===== src/rtl/wb_regfile.sv =====
// Write-back select, 32 x XLEN integer register file with write-through bypass, and commit debug record.
// Latency: reads and wb_data are combinational; storage, debug record and counter update 1 edge after commit.
// No backpressure: one write-back is accepted every cycle; reset is synchronous, active-low.
module wb_regfile #(
    parameter int XLEN = 64,
    parameter int NREG = 32
) (
    input  logic            clk,
    input  logic            rst_n,
    input  logic            Mem_to_Reg,
    input  logic            Reg_Write,
    input  logic [XLEN-1:0] Read_Data,
    input  logic [XLEN-1:0] Mem_Address,
    input  logic [4:0]      rd,
    input  logic [4:0]      rs1,
    input  logic [4:0]      rs2,
    output logic [XLEN-1:0] rs1_data,
    output logic [XLEN-1:0] rs2_data,
    output logic [XLEN-1:0] wb_data,
    output logic            wb_commit_q,
    output logic [4:0]      wb_rd_q,
    output logic [XLEN-1:0] wb_data_q,
    output logic [31:0]     wb_count
);

    logic [XLEN-1:0] r_rf [0:NREG-1];
    logic            r_commit_q;
    logic [4:0]      r_rd_q;
    logic [XLEN-1:0] r_data_q;
    logic [31:0]     r_count;

    logic [XLEN-1:0] w_wb_data;
    logic            w_commit;

    assign w_wb_data = Mem_to_Reg ? Read_Data : Mem_Address;
    // rst_n in the commit term also suppresses the bypass during reset.
    assign w_commit  = rst_n & Reg_Write & (rd != 5'd0);

    function automatic logic [XLEN-1:0] read_port(input logic [4:0] idx);
        if (idx == 5'd0)
            return '0;
        else if (w_commit && (idx == rd))
            return w_wb_data;
        else
            return r_rf[idx];
    endfunction

    always_comb begin
        rs1_data = read_port(rs1);
        rs2_data = read_port(rs2);
    end

    always_ff @(posedge clk) begin
        if (!rst_n) begin
            for (int i = 0; i < NREG; i++)
                r_rf[i] <= '0;
            r_commit_q <= 1'b0;
            r_rd_q     <= 5'd0;
            r_data_q   <= '0;
            r_count    <= 32'd0;
        end else begin
            r_commit_q <= w_commit;
            if (w_commit) begin
                r_rf[rd] <= w_wb_data;
                r_rd_q   <= rd;
                r_data_q <= w_wb_data;
                r_count  <= r_count + 32'd1;
            end
        end
    end

    assign wb_data     = w_wb_data;
    assign wb_commit_q = r_commit_q;
    assign wb_rd_q     = r_rd_q;
    assign wb_data_q   = r_data_q;
    assign wb_count    = r_count;

endmodule


===== config.mk =====
export PLATFORM = sky130hd
export DESIGN_NAME = wb_regfile
export DESIGN_NICKNAME = d
export VERILOG_FILES = /design/src/rtl/wb_regfile.sv
export SDC_FILE = /design/constraint.sdc
export NUM_CORES = 2
export LEC_CHECK = 0
export CAP_MARGIN = 10
export CELL_PAD_IN_SITES_DETAIL_PLACEMENT = 1
export CELL_PAD_IN_SITES_GLOBAL_PLACEMENT = 2
export CORE_MARGIN = 8
export CORE_UTILIZATION = 30
export DETAILED_ROUTE_END_ITERATION = 7
export PLACE_DENSITY_LB_ADDON = 0.1
export SYNTH_ARGS = -nofsm -noshare
export SYNTH_HDL_FRONTEND = slang
export SYNTH_SLANG_ARGS = --single-unit

===== constraint.sdc =====
create_clock -name clk -period 3.75 [get_ports clk]
set_clock_uncertainty 0.2 [all_clocks]
set_input_delay 0.75 -clock clk [delete_from_list [all_inputs] [get_ports clk]]
set_output_delay 0.75 -clock clk [all_outputs]
set_load 0.03 [all_outputs]

==> flow_summary_export.csv <==
group,metric,value,unit
drt,first_pass_iters,6,
sta,fin_ws,-0.553,ns
floorplan,num_rows,221,
clocking,htree_levels,5,
drt,viasPerCell,6.11,
clocking,clock_latency,0.92,ns
synthesis,synth_flop_cell,"edfxtp_1",
drt,ant_nets,0,
global_routing,grt_pass1_wl,859,mm
global_routing,grt.overflow.total,0,
sta,drv_slew,0,
clocking,cts-buffers-inserted,272,
critical_path,cp.required,2.80,ns
synthesis,ys_ff_latch,2150,
synthesis,synth_top_area_frac,0.564,
sta,max_freq,232,MHz
critical_path,worstSetupStartpointType,"primary input",
sta,rsz0062_at_grt,"true",
critical_path,worstPathArrival,3.35,ns
synthesis,syn-mean-instance-area,13.7,um^2
place,portBuffers,440,
pwr,pwr-share-seq,0.413,
clocking,clkTransAtPathRegs,0.05,ns
critical_path,worstSetupPathType,"in -> out",
pwr,p_sw_frac,0.293,
drt,first_iter_violations,12700,
outcome,status,"finished with violations",
global_routing,grt_pass1_vias,90000,
synthesis,yosys_warnings,0,
cells_and_area,final_nets,9755,
critical_path,cp_max_fo,5,
drt,vias,89200,
floorplan,dieArea,0.383,mm^2
floorplan,die_w,619,um
sta,layout_worst_path_cycle_share,1.15,
sta,relSlewSlack,0.191,
synthesis,syn_inst,7940,
global_routing,grt_max_degree,65,
clocking,clk_path_buf_depth,4,
place,gp_congestion,0.897,
clocking,clock_sinks,2150,
sta,setup_violations,128,
pwr,ir_drop,332,uV
cells_and_area,layout.cells.most_common_list,"nor2_1, edfxtp_1, buf_4",
sta,worst_slew_pin_slew,1.20,ns
cells_and_area,design_area,0.154,mm^2
clocking,cts_tree,"built",
pwr,finalPower,68600,uW
pwr,power.switching,20100,uW
floorplan,fp.coreArea,0.362,mm^2
pwr,clockPowerShare,0.377,
pwr,internal_power,48500,uW
critical_path,end_kind,"primary output",
floorplan,die_y,619,um
flow_run,cap_viol_max_count,0,
synthesis,synth_area,0.109,mm^2
place,pre_cts_slack,-1.44,ns
cells_and_area,mostFrequentLayoutCell,"nor2_1",
pwr,combinationalPowerShare,0.210,
global_routing,grt_use_total,0.333,
clocking,root_buffer,"clkbuf_16",
drt,route.detailed.drc,0,
synthesis,yosysSeqAreaShare,0.583,
pwr,power_density,445,mW/mm^2
synthesis,synth_edf_count,2048,
floorplan,io_pins,441,
synthesis,yosys.area.top_type,"edfxtp_1",
synthesis,ys_top_cells_by_area,"edfxtp_1, mux4_2, nor2_1",
floorplan,initial_core_util,0.301,
synthesis,synth-async-reset-ratio,0,
outcome,violations,"negative setup slack",
place,hpwlAfterDp,430,mm
sta,period_minus_slack,4.30,ns
hold_path,min_path_type,"in -> reg",
pwr,p_leak,0.0559,uW
synthesis,synthDistinctLibCells,74,
global_routing,antenna_found_initial,47,
drt,routedWlPerCell,45.0,um
sta,hold_viol_final,0,
drt,routed_wl,658,mm
cells_and_area,area_growth,41.1,%
cells_and_area,layout-drive-gt1-share,0.413,
place,place_area,0.134,mm^2
state kept, by name, summed over array words and instances (netlist names):
| name | flops |
|---|---|
| wb_commit_q | 1 |
| r_rf | 2048 |
| wb_data_q | 64 |
| wb_count | 32 |
| wb_rd_q | 5 |
synthesized netlist by cell type, types with 6 or more instances:
cell type and instances:
o21a_1 24, or4_1 6, nor2b_1 14, inv_1 74
nand3_1 23, nand2b_1 16, o22ai_1 180, a21oi_1 76
clkbuf_1 505, edfxtp_1 2048, dfxtp_1 102, nand4_1 10
o2111ai_1 7, o221ai_1 38, a22oi_1 126, or3_1 8
xnor2_1 23, a211oi_1 169, a221oi_1 57, nor3b_1 13
nor2_1 2207, buf_2 183, a221o_1 46, mux2i_1 336
buf_1 88, mux4_2 877, o211ai_1 27, nand2_1 129
o22a_1 19, and3b_1 8, nor4_1 15, xor2_1 12
buf_4 83, nor3_1 154, o21ai_0 47, a22o_1 8
mux2_2 83, a211o_1 7, buf_6 11
kinds of logic after synthesis:
| group | share of synthesized area |
|---|---|
| AOI/OAI and AO/OA | 0.0572 |
| xor gates and xnor gates | 0.00281 |
| adders and majority gates | 0.000115 |
| buffers and inverters | 0.0390 |
| DFF | 0.583 |
| muxes | 0.221 |
| other | 0.0000344 |
| and+or+nand+nor | 0.0976 |
final cells by class:
cell class / count / area, um^2
tap: 4794 / 6000
multi-input combinational: 4902 / 48000
antenna: 5 / 12.5
sequential: 2150 / 63500
timing repair buffer: 2205 / 27700
clock inverter: 115 / 866
clock buffer: 367 / 7520
fill: 35900 / 208000
inverter: 76 / 297
power by group through the flow:
stage | Sequential [uW] | Combinational [uW] | Clock (uW)
global placement | 28700 | 12500 | 0
global route | 28500 | 14600 | 26900
floorplan | 28600 | 5130 | 0
CTS | 28300 | 13700 | 26100
finish | 28300 | 14400 | 25800
detailed placement | 28800 | 12500 | 0
final timing paths:
check	from	end	cells past startpoint	slack, ns
hold reg to reg	wb_rd_q[0]	wb_rd_q[0]	2	0.26
setup reg to reg	wb_count[1]	wb_count[12]	6	1.00
hold / removal	rd[0]	wb_rd_q[0]	4	0.04
setup / recovery	rs1[0]	rs1_data[42]	16	-0.55
critical path: stages:
cell      delay, ns
buf_16         0.13
buf_12         0.15
buf_16         0.15
buf_8          0.12
xnor2_4        0.18
o211ai_1       0.18
buf_4          0.19
buf_6          0.11
buf_6          0.10
o21ai_4        0.14
buf_12         0.15
buf_16         0.14
buf_12         0.12
o22ai_4        0.06
a211oi_4       0.42
buf_12         0.19
stage by stage:
step	std cells	utilization	hold WS (ns)	setup TNS, ns
CTS	14500	0.415	0.0536	-45.05
global route	14600	0.425	0.0202	-47.43
detailed placement	13700	0.370	0.253	-120.78
finish	14600	0.425	0.0442	-45.32
global placement	13700	0.370	0.253	-118.01
floorplan	8003	-	0.385	-0.547
routing by layer:
| layer | vias up | GRT usage | wire [um] |
|---|---|---|---|
| met1 | 48300 | 0.443 | 258000 |
| met5 | - | 0 | 86 |
| met3 | 1323 | 0.0837 | 71300 |
| met2 | 5817 | 0.509 | 290000 |
| met4 | 18 | 0.159 | 39000 |
| li1 | 33800 | - | - |
what timing repair did:
action                                 in CTS  in global routing
cloned                                     43                 13
setup endpoints to repair                 128                128
gates resized for setup                   926                474
pin swaps                                 210                264
setup buffers                             280                221
hold buffers                                1                  0
endpoints found under the hold margin       1                  0
(Power assumes the default switching activity.)
